## src/rtl/calc_pkg.sv

```systemverilog
// Shared constants and types for the calculator display path.
package calc_pkg;

  localparam int NUM_DIGITS = 6;

  localparam logic [3:0] DIG_MINUS = 4'hA;
  localparam logic [3:0] DIG_ERR   = 4'hE;
  localparam logic [3:0] DIG_BLANK = 4'hF;

  localparam int unsigned MAX_POS = 32'd999999;
  localparam int unsigned MAX_NEG = 32'd99999;

  typedef enum logic [1:0] {
    IDLE   = 2'd0,
    CONV   = 2'd1,
    FORMAT = 2'd2
  } state_e;

endpackage

```

## src/rtl/bcd_add3.sv

```systemverilog
// Double-dabble nibble correction: add 3 when the digit is 5 or more so the
// following left shift carries correctly into the next decimal digit.
module bcd_add3 (
  input  logic [3:0] i_nibble,
  output logic [3:0] o_nibble
);

  // Conditional +3 correction of a single BCD digit
  always_comb begin
    if (i_nibble >= 4'd5) begin
      o_nibble = i_nibble + 4'd3;
    end else begin
      o_nibble = i_nibble;
    end
  end

endmodule

```

## src/rtl/calc_result_bcd_display.sv

```systemverilog
// Sequential binary-to-BCD formatter: range check, iterative double-dabble
// conversion, then leading-zero blanking, minus placement and error display.
module calc_result_bcd_display
  import calc_pkg::*;
#(
  parameter int NUM_DIGITS = calc_pkg::NUM_DIGITS,
  parameter int BIN_W      = 40,
  parameter int CONV_BITS  = 20
) (
  input  logic                      i_clk,
  input  logic                      i_rst_n,
  input  logic                      i_start,
  input  logic [BIN_W-1:0]          i_result,
  input  logic                      i_sign,
  input  logic                      i_err,
  output logic [4*NUM_DIGITS-1:0]   o_digits,
  output logic                      o_busy,
  output logic                      o_done
);

  localparam int BCD_W = 4 * NUM_DIGITS;
  localparam int CNT_W = $clog2(CONV_BITS);
  localparam logic [CNT_W-1:0] CNT_LAST   = CNT_W'(CONV_BITS - 1);
  localparam logic [BCD_W-1:0] DIGITS_RST = {{(NUM_DIGITS-1){DIG_BLANK}}, 4'h0};
  localparam logic [BCD_W-1:0] DIGITS_ERR = {{(NUM_DIGITS-1){DIG_BLANK}}, DIG_ERR};

  state_e                 state_q,  state_d;
  logic [CONV_BITS-1:0]   bin_q,    bin_d;
  logic [BCD_W-1:0]       bcd_q,    bcd_d;
  logic [CNT_W-1:0]       cnt_q,    cnt_d;
  logic                   sign_q,   sign_d;
  logic                   err_q,    err_d;
  logic [BCD_W-1:0]       digits_q, digits_d;
  logic                   busy_q,   busy_d;
  logic                   done_q,   done_d;

  logic                   range_err;
  logic [BCD_W-1:0]       bcd_adj;
  logic [NUM_DIGITS-1:0]  keep;
  logic                   seen;
  logic [BCD_W-1:0]       fmt_digits;

  // Reject anything the six-digit display cannot show, including high result
  // bits that would otherwise alias into the 20 converted bits.
  assign range_err = i_err
                   | (~i_sign & (i_result > BIN_W'(MAX_POS)))
                   | ( i_sign & (i_result > BIN_W'(MAX_NEG)));

  for (genvar g = 0; g < NUM_DIGITS; g++) begin : g_add3
    bcd_add3 u_add3 (
      .i_nibble (bcd_q[4*g +: 4]),
      .o_nibble (bcd_adj[4*g +: 4])
    );
  end

  // Build the display pattern from the finished BCD value
  always_comb begin
    keep       = '0;
    seen       = 1'b0;
    fmt_digits = DIGITS_RST;
    if (err_q) begin
      fmt_digits = DIGITS_ERR;
    end else begin
      // keep[i] is set when digit i or any digit above it is nonzero
      for (int i = NUM_DIGITS - 1; i >= 1; i--) begin
        seen    = seen | (bcd_q[4*i +: 4] != 4'h0);
        keep[i] = seen;
      end
      keep[0] = 1'b1;
      fmt_digits[3:0] = bcd_q[3:0];
      // The minus sign lands in the first blanked position above the MSD
      for (int i = 1; i < NUM_DIGITS; i++) begin
        if (keep[i]) begin
          fmt_digits[4*i +: 4] = bcd_q[4*i +: 4];
        end else if (sign_q && (bcd_q != '0) && keep[i-1]) begin
          fmt_digits[4*i +: 4] = DIG_MINUS;
        end else begin
          fmt_digits[4*i +: 4] = DIG_BLANK;
        end
      end
    end
  end

  // Next-state and datapath control for IDLE -> CONV -> FORMAT
  always_comb begin
    state_d  = state_q;
    bin_d    = bin_q;
    bcd_d    = bcd_q;
    cnt_d    = cnt_q;
    sign_d   = sign_q;
    err_d    = err_q;
    digits_d = digits_q;
    busy_d   = busy_q;
    done_d   = 1'b0;
    case (state_q)
      IDLE: begin
        if (i_start) begin
          sign_d = i_sign;
          busy_d = 1'b1;
          if (range_err) begin
            err_d   = 1'b1;
            state_d = FORMAT;
          end else begin
            err_d   = 1'b0;
            bin_d   = i_result[CONV_BITS-1:0];
            bcd_d   = '0;
            cnt_d   = '0;
            state_d = CONV;
          end
        end else begin
          busy_d = 1'b0;
        end
      end
      CONV: begin
        {bcd_d, bin_d} = {bcd_adj, bin_q} << 1;
        cnt_d          = cnt_q + CNT_W'(1);
        if (cnt_q == CNT_LAST) begin
          state_d = FORMAT;
        end else begin
          state_d = CONV;
        end
      end
      FORMAT: begin
        digits_d = fmt_digits;
        done_d   = 1'b1;
        busy_d   = 1'b0;
        state_d  = IDLE;
      end
      default: begin
        busy_d  = 1'b0;
        state_d = IDLE;
      end
    endcase
  end

  // State, datapath and output registers with asynchronous reset
  always_ff @(posedge i_clk or negedge i_rst_n) begin
    if (!i_rst_n) begin
      state_q  <= IDLE;
      bin_q    <= '0;
      bcd_q    <= '0;
      cnt_q    <= '0;
      sign_q   <= 1'b0;
      err_q    <= 1'b0;
      digits_q <= DIGITS_RST;
      busy_q   <= 1'b0;
      done_q   <= 1'b0;
    end else begin
      state_q  <= state_d;
      bin_q    <= bin_d;
      bcd_q    <= bcd_d;
      cnt_q    <= cnt_d;
      sign_q   <= sign_d;
      err_q    <= err_d;
      digits_q <= digits_d;
      busy_q   <= busy_d;
      done_q   <= done_d;
    end
  end

  assign o_digits = digits_q;
  assign o_busy   = busy_q;
  assign o_done   = done_q;

endmodule

```

## config.mk

```make
export PLATFORM = sky130hd
export DESIGN_NAME = calc_result_bcd_display
export DESIGN_NICKNAME = d
export VERILOG_FILES = /design/src/rtl/calc_pkg.sv /design/src/rtl/bcd_add3.sv /design/src/rtl/calc_result_bcd_display.sv
export SDC_FILE = /design/constraint.sdc
export NUM_CORES = 1
export LEC_CHECK = 0
export ABC_CLOCK_PERIOD_IN_PS = 2700
export BUFFER_PORTS_ARGS = -buffer_cell sky130_fd_sc_hd__clkbuf_2
export CORE_ASPECT_RATIO = 1.2
export CORE_MARGIN = 2
export CORE_UTILIZATION = 56
export DETAILED_ROUTE_END_ITERATION = 8
export PLACE_DENSITY = 0.9
export REMOVE_ABC_BUFFERS = 1
export SLEW_MARGIN = 10
export SYNTH_ARGS = -nofsm -noshare
export SYNTH_HDL_FRONTEND = slang
export SYNTH_SLANG_ARGS = --single-unit
```

## constraint.sdc

```tcl
create_clock -name i_clk -period 2.7 [get_ports i_clk]
set_clock_uncertainty 0.15 [all_clocks]
set_input_delay 0.27 -clock i_clk [delete_from_list [all_inputs] [get_ports i_clk]]
set_output_delay 0.27 -clock i_clk [all_outputs]
set_load 0.02 [all_outputs]
```

Yosys cells after proc, flatten, opt, wreduce, memory -nomap -nowiden --
Index checks and enable logic that the tools add are counted.
Word-level totals: logic and storage cells 87, register bits after elaboration 79, output and inout bits 26
Operators by class: reduce and logical (&&, ||, !) cells 15, equal/unequal tests 5, add/subtract/negate cells 7, bitwise gates (word level) 9, multiplexer cells 34, order comparisons 8
Operator list (count):
- $mux 24 | 3
- $pmux 24 s2 | 1
- $gt 40x17->1 const B | 1
- $gt 40x20->1 const B | 1
- $mux 20 | 2
- $mux 4 | 10
- $pmux 20 s2 | 1
- $ge 4x3->1 const B | 6
- $reduce_bool 24->1 | 1
- $add 4x2->4 const B | 5
- $reduce_bool 4->1 | 5
- $mux 3 | 6
- $mux 5 | 2
- $pmux 5 s2 | 1
- $mux 2 | 3
- $or 1x1->1 | 6
- $add 5x1->5 const B | 1
- $eq 5x5->1 const B | 1
- $logic_and 1x1->1 | 5
- $ne 2x2->1 const B | 2
- $pmux 2 s2 | 1
- $add 3x2->3 const B | 1
- $mux 1 | 3
- $reduce_and 3->1 | 1
- 8 further kinds | 9

Depth between registers and ports, before layout --
Gate-level depths: netlist of run 1.
depth in word-level cells 9, mapped depth 9, gate-level depth less buffers 8

Hierarchy --
A second synthesis of run 1 with hierarchy kept.
Unflattened totals: cells, all modules 380, area, all modules 4210.3 µm²
By module, submodules not included:
- calc_result_bcd_display | instances 1, cells each 284, seq. area each 2001.9 µm², area an instance 3602.2 µm²
- bcd_add3 | instances 6, cells each 16, seq. area each 0.0 µm², area an instance 101.3 µm²

Worst setup path before layout of run 1 --
OpenSTA, ideal clock, no wires.
path type reg2reg, start register bcd_q[20], end register digits_q[10], in the netlist o_digits[10], library setup time 0.079 ns, slack 0.327 ns, arrival time 2.144 ns, data required time 2.471 ns, stages on the path, launching flop included 9, cell sequence dfrtp_1 inv_1 ha_1 or3b_2 buf_2 or4_1 a21oi_1 nor3_1 o21ai_0
Between the ends: word-level cells in the longest chain between the ends 9, elaborated cells on any way between the ends 11, those cells by class mux: 3; bitwise: 4; reduce/logical: 4
RTL lines:
- from (decl) | RTL line calc_result_bcd_display.sv:29 | logic [BCD_W-1:0] bcd_q, bcd_d;
- from (signal assigned) | RTL line calc_result_bcd_display.sv:141 | bcd_q <= '0;
- from (signal assigned) | RTL line calc_result_bcd_display.sv:151 | bcd_q <= bcd_d;
- $reduce_bool 4->1 | RTL line calc_result_bcd_display.sv:66 | seen = seen | (bcd_q[4*i +: 4] != 4'h0);
- $or 1x1->1 (4 in a row) | RTL line calc_result_bcd_display.sv:66
- $logic_and 1x1->1 | RTL line calc_result_bcd_display.sv:75 | end else if (sign_q && (bcd_q != '0) && keep[i-1]) begin
- $mux 3 | RTL line calc_result_bcd_display.sv:75
- $mux 4 (*) | RTL line calc_result_bcd_display.sv:73 | if (keep[i]) begin
- $mux 24 (*) | RTL line calc_result_bcd_display.sv:61 | if (err_q) begin
- to (signal assigned) | RTL line calc_result_bcd_display.sv:155 | digits_q <= digits_d;
- to (decl) | RTL line calc_result_bcd_display.sv:33 | logic [BCD_W-1:0] digits_q, digits_d;
Every way passes the cells marked *; elsewhere a longest branch is shown, timed or not. A chain may end at the register's enable or synchronous reset.

Worst setup path in the final report of run 1 --
start register bcd_q[16], end register digits_q[10], in the netlist o_digits[10]
Same word-level chain as after synthesis.

==> results of run 1 <==
registers in the layout, indices dropped and copies added (netlist names):
signal and cells:
o_busy 1, o_digits 24, bin_q 20, err_q 1
sign_q 1, o_done 1, bcd_q 24, state_q 2
cnt_q 5
worst max-delay path: stages, from the launching register on:
cell and delay, ns:
dfrtp_1 0.43, inv_1 0.13, ha_1 0.15, or3b_2 0.53, or4_1 0.58, a21oi_1 0.18, nor3_1 0.07, o21ai_0 0.17
synthesized netlist by cell type (all sizes together):
cell type and n:
a41oi 1, nand2b 8, dfrtp 59, o22a 1, xnor2 6, nor4 5, nand2 78, o21bai 1
clkbuf 18, o31ai 2, o211ai 6, clkinv 1, and2 1, nor4b 1, o21ai 65, or3b 4
o21a 1, mux2 1, a21o 1, nor3 23, o2111ai 1, mux2i 19, inv 17, a22o 2
buf 3, nor3b 2, nor2 22, dfstp 20, ha 16, nand3 11, nand4 3, or4 2
o311ai 2, a31oi 1, nor2b 6, or4b 3, a21oi 28, a32oi 1
worst max path at each step:
stage,to,slack (ns),cells past startpoint
2_1_floorplan,cnt_q[2],-1.32,4
3_3_place_gp,o_digits[6],0.27,8
3_5_place_dp,o_digits[6],0.16,8
4_1_cts,o_digits[6],0.15,8
5_1_grt,o_digits[10],0.08,7
6_report,o_digits[10],0.23,7
layer usage:
| metal | global-route usage [%] | wire (um) |
|---|---|---|
| met4 | 9.49 | 140 |
| met2 | 37.8 | 4380 |
| met3 | 5.20 | 505 |
| met5 | 0 | 0 |
| met1 | 31.5 | 3640 |
logic make-up after synthesis:
logic type	share of synthesized area, %
buffers and inverters	3.70
XOR/XNOR	1.30
multiplexers	4.97
AND/OR/NAND/NOR	20.2
adder cells (fa/ha/maj)	4.94
AO/OA/AOI/OAI	15.6
flip-flops	49.4
per-stage QoR:
| step | worst slack [ns] | hold WS, ns | setup TNS, ns | cell area [sq um] |
|---|---|---|---|---|
| detailed placement | 0.163 | 0.297 | 0 | 4490 |
| finish | 0.232 | 0.0500 | 0 | 4720 |
| floorplan | -1.32 | -0.176 | -47.44 | 3970 |
| global placement | 0.273 | 0.293 | 0 | 4490 |
| global route | 0.0812 | 0.0652 | 0 | 4720 |
| CTS | 0.146 | 0.0384 | 0 | 4710 |
power by group through the flow:
stage / combinational (mW) / sequential (mW) / clock (mW)
CTS: 0.212 / 1.26 / 0.901
detailed placement: 0.209 / 1.28 / 0
global placement: 0.204 / 1.28 / 0
floorplan: 0.0550 / 1.32 / 0
global route: 0.235 / 1.27 / 0.955
finish: 0.209 / 1.26 / 0.878
repair_timing:
| item | 4_1_cts | 5_1_grt |
|---|---|---|
| gates resized for setup | 0 | 2 |
| endpoints found under the hold margin | 60 | 0 |
| endpoints found under the setup margin | 0 | 1 |
| setup buffers | 0 | 0 |
| hold buffers | 2 | 0 |
layout make-up:
| class | count | area [sq um] | area share (%) |
|---|---|---|---|
| clock buffer | 11 | 141 | 3.00 |
| clock inverter | 5 | 57.6 | 1.22 |
| inverter | 18 | 67.6 | 1.43 |
| multi-input combinational | 324 | 1930 | 40.9 |
| sequential | 79 | 2000 | 42.4 |
| timing repair buffer | 75 | 408 | 8.64 |
| tap | 90 | 113 | 2.39 |
==> results.yml, run 1 <==
setup_path:
  cp-end-kind: "register"
  path_class: "reg2reg"
  cp-startpoint: "bcd_q[16]"
  cp_max_fo: 6
  crit-reg2reg-launch: "bcd_q[16]"
  rrSetupSlack_ns: 0.23
  r2r-end: "o_digits[10]"
  r2r_cells: 7
  crit_path_start_kind: "register"
  cp.arrival_ns: 2.60
  required_ns: 2.83
synth:
  post_synth_num_cell_types: 42
  ys_seq_elements: 79
  yosysWarnings: 0
  yosysTopAreaCellShare_pct: 36.4
  synth_area_leaders: "dfrtp_1, dfstp_2, o21ai_0"
  syn-cell-area_sq_um: 4060
  synth_cells: 442
  synth_seq_area_share_pct: 49.4
  synth_top_cell_by_area: "dfrtp_1"
  syn-mean-instance-area_sq_um: 9.18
power_and_ir_drop:
  leakage_nw: 2.13
  p_total_mw: 2.35
  powerDensity_nw_per_um2: 497
  p_int_mw: 1.76
  clkPwrFrac_pct: 37.4
  p_sw_share_pct: 24.9
  p_comb_share_pct: 8.9
  seqPwrFrac_pct: 53.7
  p_sw_mw: 0.584
  ir_drop_mv: 0.346
min_path:
  hold_end: "bin_q[3]"
  hp-start: "i_result[3]"
  hold_depth: 3
  hold_class: "in2reg"
clock_tree:
  insertion_delay_ns: 0.35
  clock-sinks: 79
  cts.path.max_buffers: 2
  clk_pin_slew_worst_paths_ns: 0.07
  cts-root-buf: "clkbuf_8"
  ctsHtreeMaxLevel: 3
  numCtsBuffers: 9
  cts_tree: "yes"
route:
  drc: 0
  ant_nets: 0
  drtIter0Drc: 207
  vias_per_cell: 5.66
  wirelength_mm: 8.66
  dr.pass1.iters: 4
  avgRoutedWirePerCell_um: 14.4
  route.vias.total: 3410
global_routing:
  grt_max_degree: 80
  antenna_found_initial: 0
  grt_overflow: 0
  first_global_vias: 3262
  grt_pass1_wl_mm: 14.8
  track_usage_pct: 23.8
placement:
  place_congestion: 0.843
  port_buffers: 70
  dp_cells: 584
  dpl.hpwl_mm: 5.97
cells_and_area:
  fillerInstances: 559
  syn_to_final_growth_pct: 16.3
  final_common_cell: "nand2_1"
  final_cell_mix: "nand2_1, clkbuf_2, o21ai_0"
  antenna_cells: 0
  final_cell_count_no_fill: 602
  nNetsFinal: 568
  final_core_util_pct: 66.0
  drive_above_1_share_pct: 23.0
sta:
  rsz0062_at_grt: "false"
  max_freq_ghz: 0.405
  min_period_ns: 2.47
  hold_viol_final: 0
  fin_crit_sh_pct: 91.4
  tightest_slew_ns: 0.986
  setup_viol_count_final: 0
  relSlewSlack_pct: 34.3
  maxSlewViolCount: 0
floorplanning:
  dieArea_sq_um: 7940
  die_y_um: 97.2
  dieWidth_um: 81.7
  io_pins: 71
  initial_core_util_pct: 56.8
  rows: 34
  coreArea_sq_um: 7150
job:
  drv_cap: 0
status:
  status: "finished clean"
No activity file was read; power rests on OpenSTA's default activity.
==> run 2, diff against run 1 <==
Settings changed: CORE_ASPECT_RATIO 1.2 to 0.5, HOLD_SLACK_MARGIN set to 0.08.
==> results.yml, run 2 (synthesis results as in run 1) <==
route:
  drtIter0Drc: 260
  route.vias.total: 3530
  dr.pass1.iters: 6
  drc: 0
  vias_per_cell: 5.78
  wirelength_mm: 9.65
  ant_nets: 0
  avgRoutedWirePerCell_um: 15.8
placement:
  preCtsSetupSlack_ns: 0.181
  place_congestion: 0.928
  dp_cells: 592
  port_buffers: 70
  dpl.hpwl_mm: 6.50
floorplanning:
  die_y_um: 64.2
  coreArea_sq_um: 6860
  dieArea_sq_um: 7980
  rows: 21
  dieWidth_um: 124
  initial_core_util_pct: 59.1
  io_pins: 71
global_routing:
  antenna_found_initial: 0
  grt_max_degree: 50
  grt_pass1_wl_mm: 16.1
  grt_overflow: 0
  track_usage_pct: 25.4
  first_global_vias: 3453
clock_tree:
  ctsHtreeMaxLevel: 3
  cts.path.max_buffers: 2
  clock-sinks: 79
  insertion_delay_ns: 0.34
  clk_pin_slew_worst_paths_ns: 0.06
  cts_tree: "yes"
  cts-root-buf: "clkbuf_16"
  numCtsBuffers: 9
setup_path:
  r2r_cells: 7
  critPathMaxStageDelay_ns: 0.58
  crit_path_start_kind: "register"
  cp_max_fo: 6
  cp-startpoint: "bcd_q[16]"
  path_class: "reg2reg"
  rrSetupSlack_ns: 0.18
  crit-reg2reg-launch: "bcd_q[16]"
  cp.arrival_ns: 2.63
  crit_path_end: "o_digits[10]"
  cp_cell_sequence: "inv_1 -> ha_1 -> or3b_2 -> or4_1 -> a21oi_1 -> nor3_1 -> o21ai_0"
  cp-end-kind: "register"
  critPathSlowestCell: "or4_1"
  r2r-end: "o_digits[10]"
  required_ns: 2.81
cells_and_area:
  fillerInstances: 542
  antenna_cells: 0
  final_core_util_pct: 71.0
  drive_above_1_share_pct: 24.1
  nNetsFinal: 575
  syn_to_final_growth_pct: 20.0
  final_common_cell: "nand2_1"
  final_cell_mix: "nand2_1, clkbuf_2, o21ai_0"
  final_cell_count_no_fill: 611
sta:
  relSlewSlack_pct: 50.7
  max_freq_ghz: 0.396
  min_period_ns: 2.52
  rsz0062_at_grt: "false"
  maxSlewViolCount: 0
  hold_viol_final: 0
  finalSetupTns_ns: 0
  fin_ws_ns: 0.176
  tightest_slew_ns: 0.738
  setup_viol_count_final: 0
  fin_crit_sh_pct: 93.5
power_and_ir_drop:
  leakage_nw: 2.21
  ir_drop_mv: 0.433
  p_total_mw: 2.70
  powerDensity_nw_per_um2: 554
min_path:
  hold_depth: 3
  hold_class: "in2reg"
job:
  drv_cap: 0
status:
  status: "finished clean"
[run 2: area by class of cell]
| cell class | count | area, sq um | share of cell area, % |
|---|---|---|---|
| clock buffers | 10 | 239 | 4.91 |
| clock inverters | 6 | 60.1 | 1.23 |
| inverters | 18 | 67.6 | 1.39 |
| multi-input cells | 324 | 1930 | 39.7 |
| flip-flops and latches | 79 | 2000 | 41.1 |
| well taps | 92 | 115 | 2.36 |
| repair buffers | 82 | 450 | 9.25 |
[run 2: worst min-delay path by stage]
stage,from,endpoint
finish,i_result[2],bin_q[2]
global route,i_result[1],bin_q[1]
CTS,i_result[2],bin_q[2]
detailed placement,i_rst_n,bin_q[9]
global placement,i_rst_n,bin_q[9]
floorplan,i_rst_n,bcd_q[0]
[run 2: per-stage QoR]
stage | instance area, sq um | hold slack, ns
global placement | 4530 | 0.171
global route | 4870 | 0.0984
detailed placement | 4530 | 0.177
floorplan | 3970 | -0.176
CTS | 4860 | 0.0875
finish | 4870 | 0.0843
[run 2: power by group]
part | leakage, nW | internal (mW) | switching (mW)
combinational | 1.18 | 0.0783 | 0.138
sequential | 0.889 | 1.24 | 0.0252
clock | 0.144 | 0.736 | 0.483
total | 2.21 | 2.05 | 0.646
[run 2: critical path, delay by kind of cell, from the launching register on]
kind	cells	cell delay [ns]
flops	1	0.45
buf+inv	1	0.14
fa+ha+maj	1	0.15
compound gates	2	0.37
simple gates	3	1.18
[run 2: timing repair]
action,CTS,global route
buffers inserted,0,0
hold endpoints to repair,36,0
gates resized for setup,0,2
endpoints found under the setup margin,0,3
hold buffers,3,0
[run 2: per-layer routing]
layer  share of wire (%)  global-route usage [%]
met5                   0                       0
met4                 1.3                    7.58
met3                 6.8                    6.95
met2                  48                    43.9
met1                  43                    31.7
==> run 3, diff against run 2 <==
Settings changed: ABC_CLOCK_PERIOD_IN_PS 2700 to unset, BUFFER_PORTS_ARGS -buffer_cell sky130_fd_sc_hd__clkbuf_2 to -buffer_cell sky130_fd_sc_hd__buf_2, PLACE_DENSITY 0.9 to 0.79.
==> results.yml, run 3 (synthesis results as in run 1) <==
setup_path:
  crit_path_start_kind: "register"
  crit_family: "simple AND/OR/NAND/NOR gates"
  crit_path_end: "o_digits[10]"
  cp_cell_sequence: "inv_1 -> ha_1 -> or3b_2 -> or4_1 -> a21oi_1 -> nor3_1 -> o21ai_0"
  r2r-end: "o_digits[10]"
  path_class: "reg2reg"
  crit-reg2reg-launch: "bcd_q[20]"
  cp-startpoint: "bcd_q[20]"
  cp.arrival_ns: 2.61
  critPathMaxStageDelay_ns: 0.55
  cp_max_fo: 7
  r2r_cells: 7
  cp-end-kind: "register"
  cp_num_buf_inv: 1
  required_ns: 2.81
  worst-path-stages: 7
  critPathSlowestCell: "or3b_2"
  rrSetupSlack_ns: 0.20
power_and_ir_drop:
  leakage_nw: 2.16
  ir_drop_mv: 0.326
  powerDensity_nw_per_um2: 535
  p_total_mw: 2.60
floorplanning:
  coreArea_sq_um: 6860
  initial_core_util_pct: 59.1
  dieWidth_um: 124
  dieArea_sq_um: 7980
  die_y_um: 64.2
  rows: 21
  io_pins: 71
route:
  route.vias.total: 3418
  vias_per_cell: 5.58
  ant_nets: 0
  avgRoutedWirePerCell_um: 14.7
  drc: 0
  dr.pass1.iters: 4
  wirelength_mm: 9.02
  drtIter0Drc: 278
cells_and_area:
  final_cell_count_no_fill: 613
  drive_above_1_share_pct: 22.8
  antenna_cells: 0
  syn_to_final_growth_pct: 19.7
  final_common_cell: "nand2_1"
  final_cell_mix: "nand2_1, buf_2, o21ai_0"
  fin_area_sq_um: 4860
  nNetsFinal: 577
  fillerInstances: 550
sta:
  hold_viol_final: 0
  fin_crit_sh_pct: 92.5
  max_freq_ghz: 0.401
  tightest_slew_ns: 0.943
  fin_hold_ws_ns: 0.0822
  min_period_ns: 2.50
  relSlewSlack_pct: 37.1
  setup_viol_count_final: 0
  maxSlewViolCount: 0
  finalSetupTns_ns: 0
  rsz0062_at_grt: "false"
global_routing:
  grt_max_degree: 77
  grt_overflow: 0
  antenna_found_initial: 0
  first_global_vias: 3293
  grt_pass1_wl_mm: 15.5
  track_usage_pct: 24.5
clock_tree:
  cts.repair.resized: 0
  post-cts-setup-buffer-count: 0
  numCtsBuffers: 9
  cts.path.max_buffers: 2
  cts-root-buf: "clkbuf_16"
  ctsHtreeMaxLevel: 3
  cts_tree: "yes"
  clock-sinks: 79
  insertion_delay_ns: 0.34
  clk_pin_slew_worst_paths_ns: 0.06
status:
  status: "finished clean"
job:
  drv_cap: 0
placement:
  port_buffers: 70
  place_congestion: 0.911
  place_area_sq_um: 4510
  dpl.hpwl_mm: 6.22
  dp_cells: 590
min_path:
  hold_class: "in2reg"
==> run 3: cell count changes in the layout (fill, tap and decap cells not counted), moves of 4 or more <==
cell           change
buf_2             +69
clkbuf_2          -69
clkbuf_1           +4
dlygate4sd3_1      +4
==> run 3: per-layer routing <==
layer | global-route usage, % | part of all wire [%] | vias up
li1 | - | - | 1684
met1 | 33.0 | 46 | 1614
met2 | 38.9 | 46 | 116
met3 | 6.87 | 7.5 | 4
met4 | 7.87 | 0.59 | 0
met5 | 0 | 0 | -
==> run 3: cell type report <==
class / instances / area, sq um / area share, %
clock buffers: 15 / 268 / 5.51
clock inverters: 1 / 5.00 / 0.103
inverters: 18 / 67.6 / 1.39
multi-input cells: 324 / 1920 / 39.6
flip-flops and latches: 79 / 2000 / 41.2
well taps: 92 / 115 / 2.37
repair buffers: 84 / 475 / 9.79
==> run 3: what timing repair did <==
item,4_1_cts,5_1_grt
hold endpoints to repair,65,0
hold buffers,7,0
setup endpoints to repair,0,0
==> run 3: worst min path at each step <==
stage / startpoint / to / depth (start not counted)
after floorplan: i_rst_n / bcd_q[0] / 0
after global placement: o_digits[7] / o_digits[7] / 2
after detailed placement: o_digits[5] / o_digits[5] / 2
after CTS: i_result[13] / bin_q[13] / 3
after global routing: i_result[11] / bin_q[11] / 3
final: i_result[13] / bin_q[13] / 3
==> run 3: worst reg2reg max path: stages (launching register included) <==
cell and delay (ns):
dfrtp_1 0.40, inv_1 0.10, ha_1 0.25, or3b_2 0.55, or4_1 0.55, a21oi_1 0.19, nor3_1 0.07, o21ai_0 0.15
==> run 3: power breakdown <==
part / leakage [nW] / switching [mW] / internal (mW)
registers: 0.889 / 0.0225 / 1.24
logic: 1.14 / 0.135 / 0.0809
clock network: 0.134 / 0.448 / 0.672
==> run 3: metrics by stage <==
| step | utilization [%] | worst slack [ns] |
|---|---|---|
| final | 70.8 | 0.204 |
| after floorplan | - | -1.32 |
| after global placement | 65.8 | 0.318 |
| after global routing | 70.8 | 0.0167 |
| after detailed placement | 65.8 | 0.241 |
| after CTS | 70.8 | 0.219 |
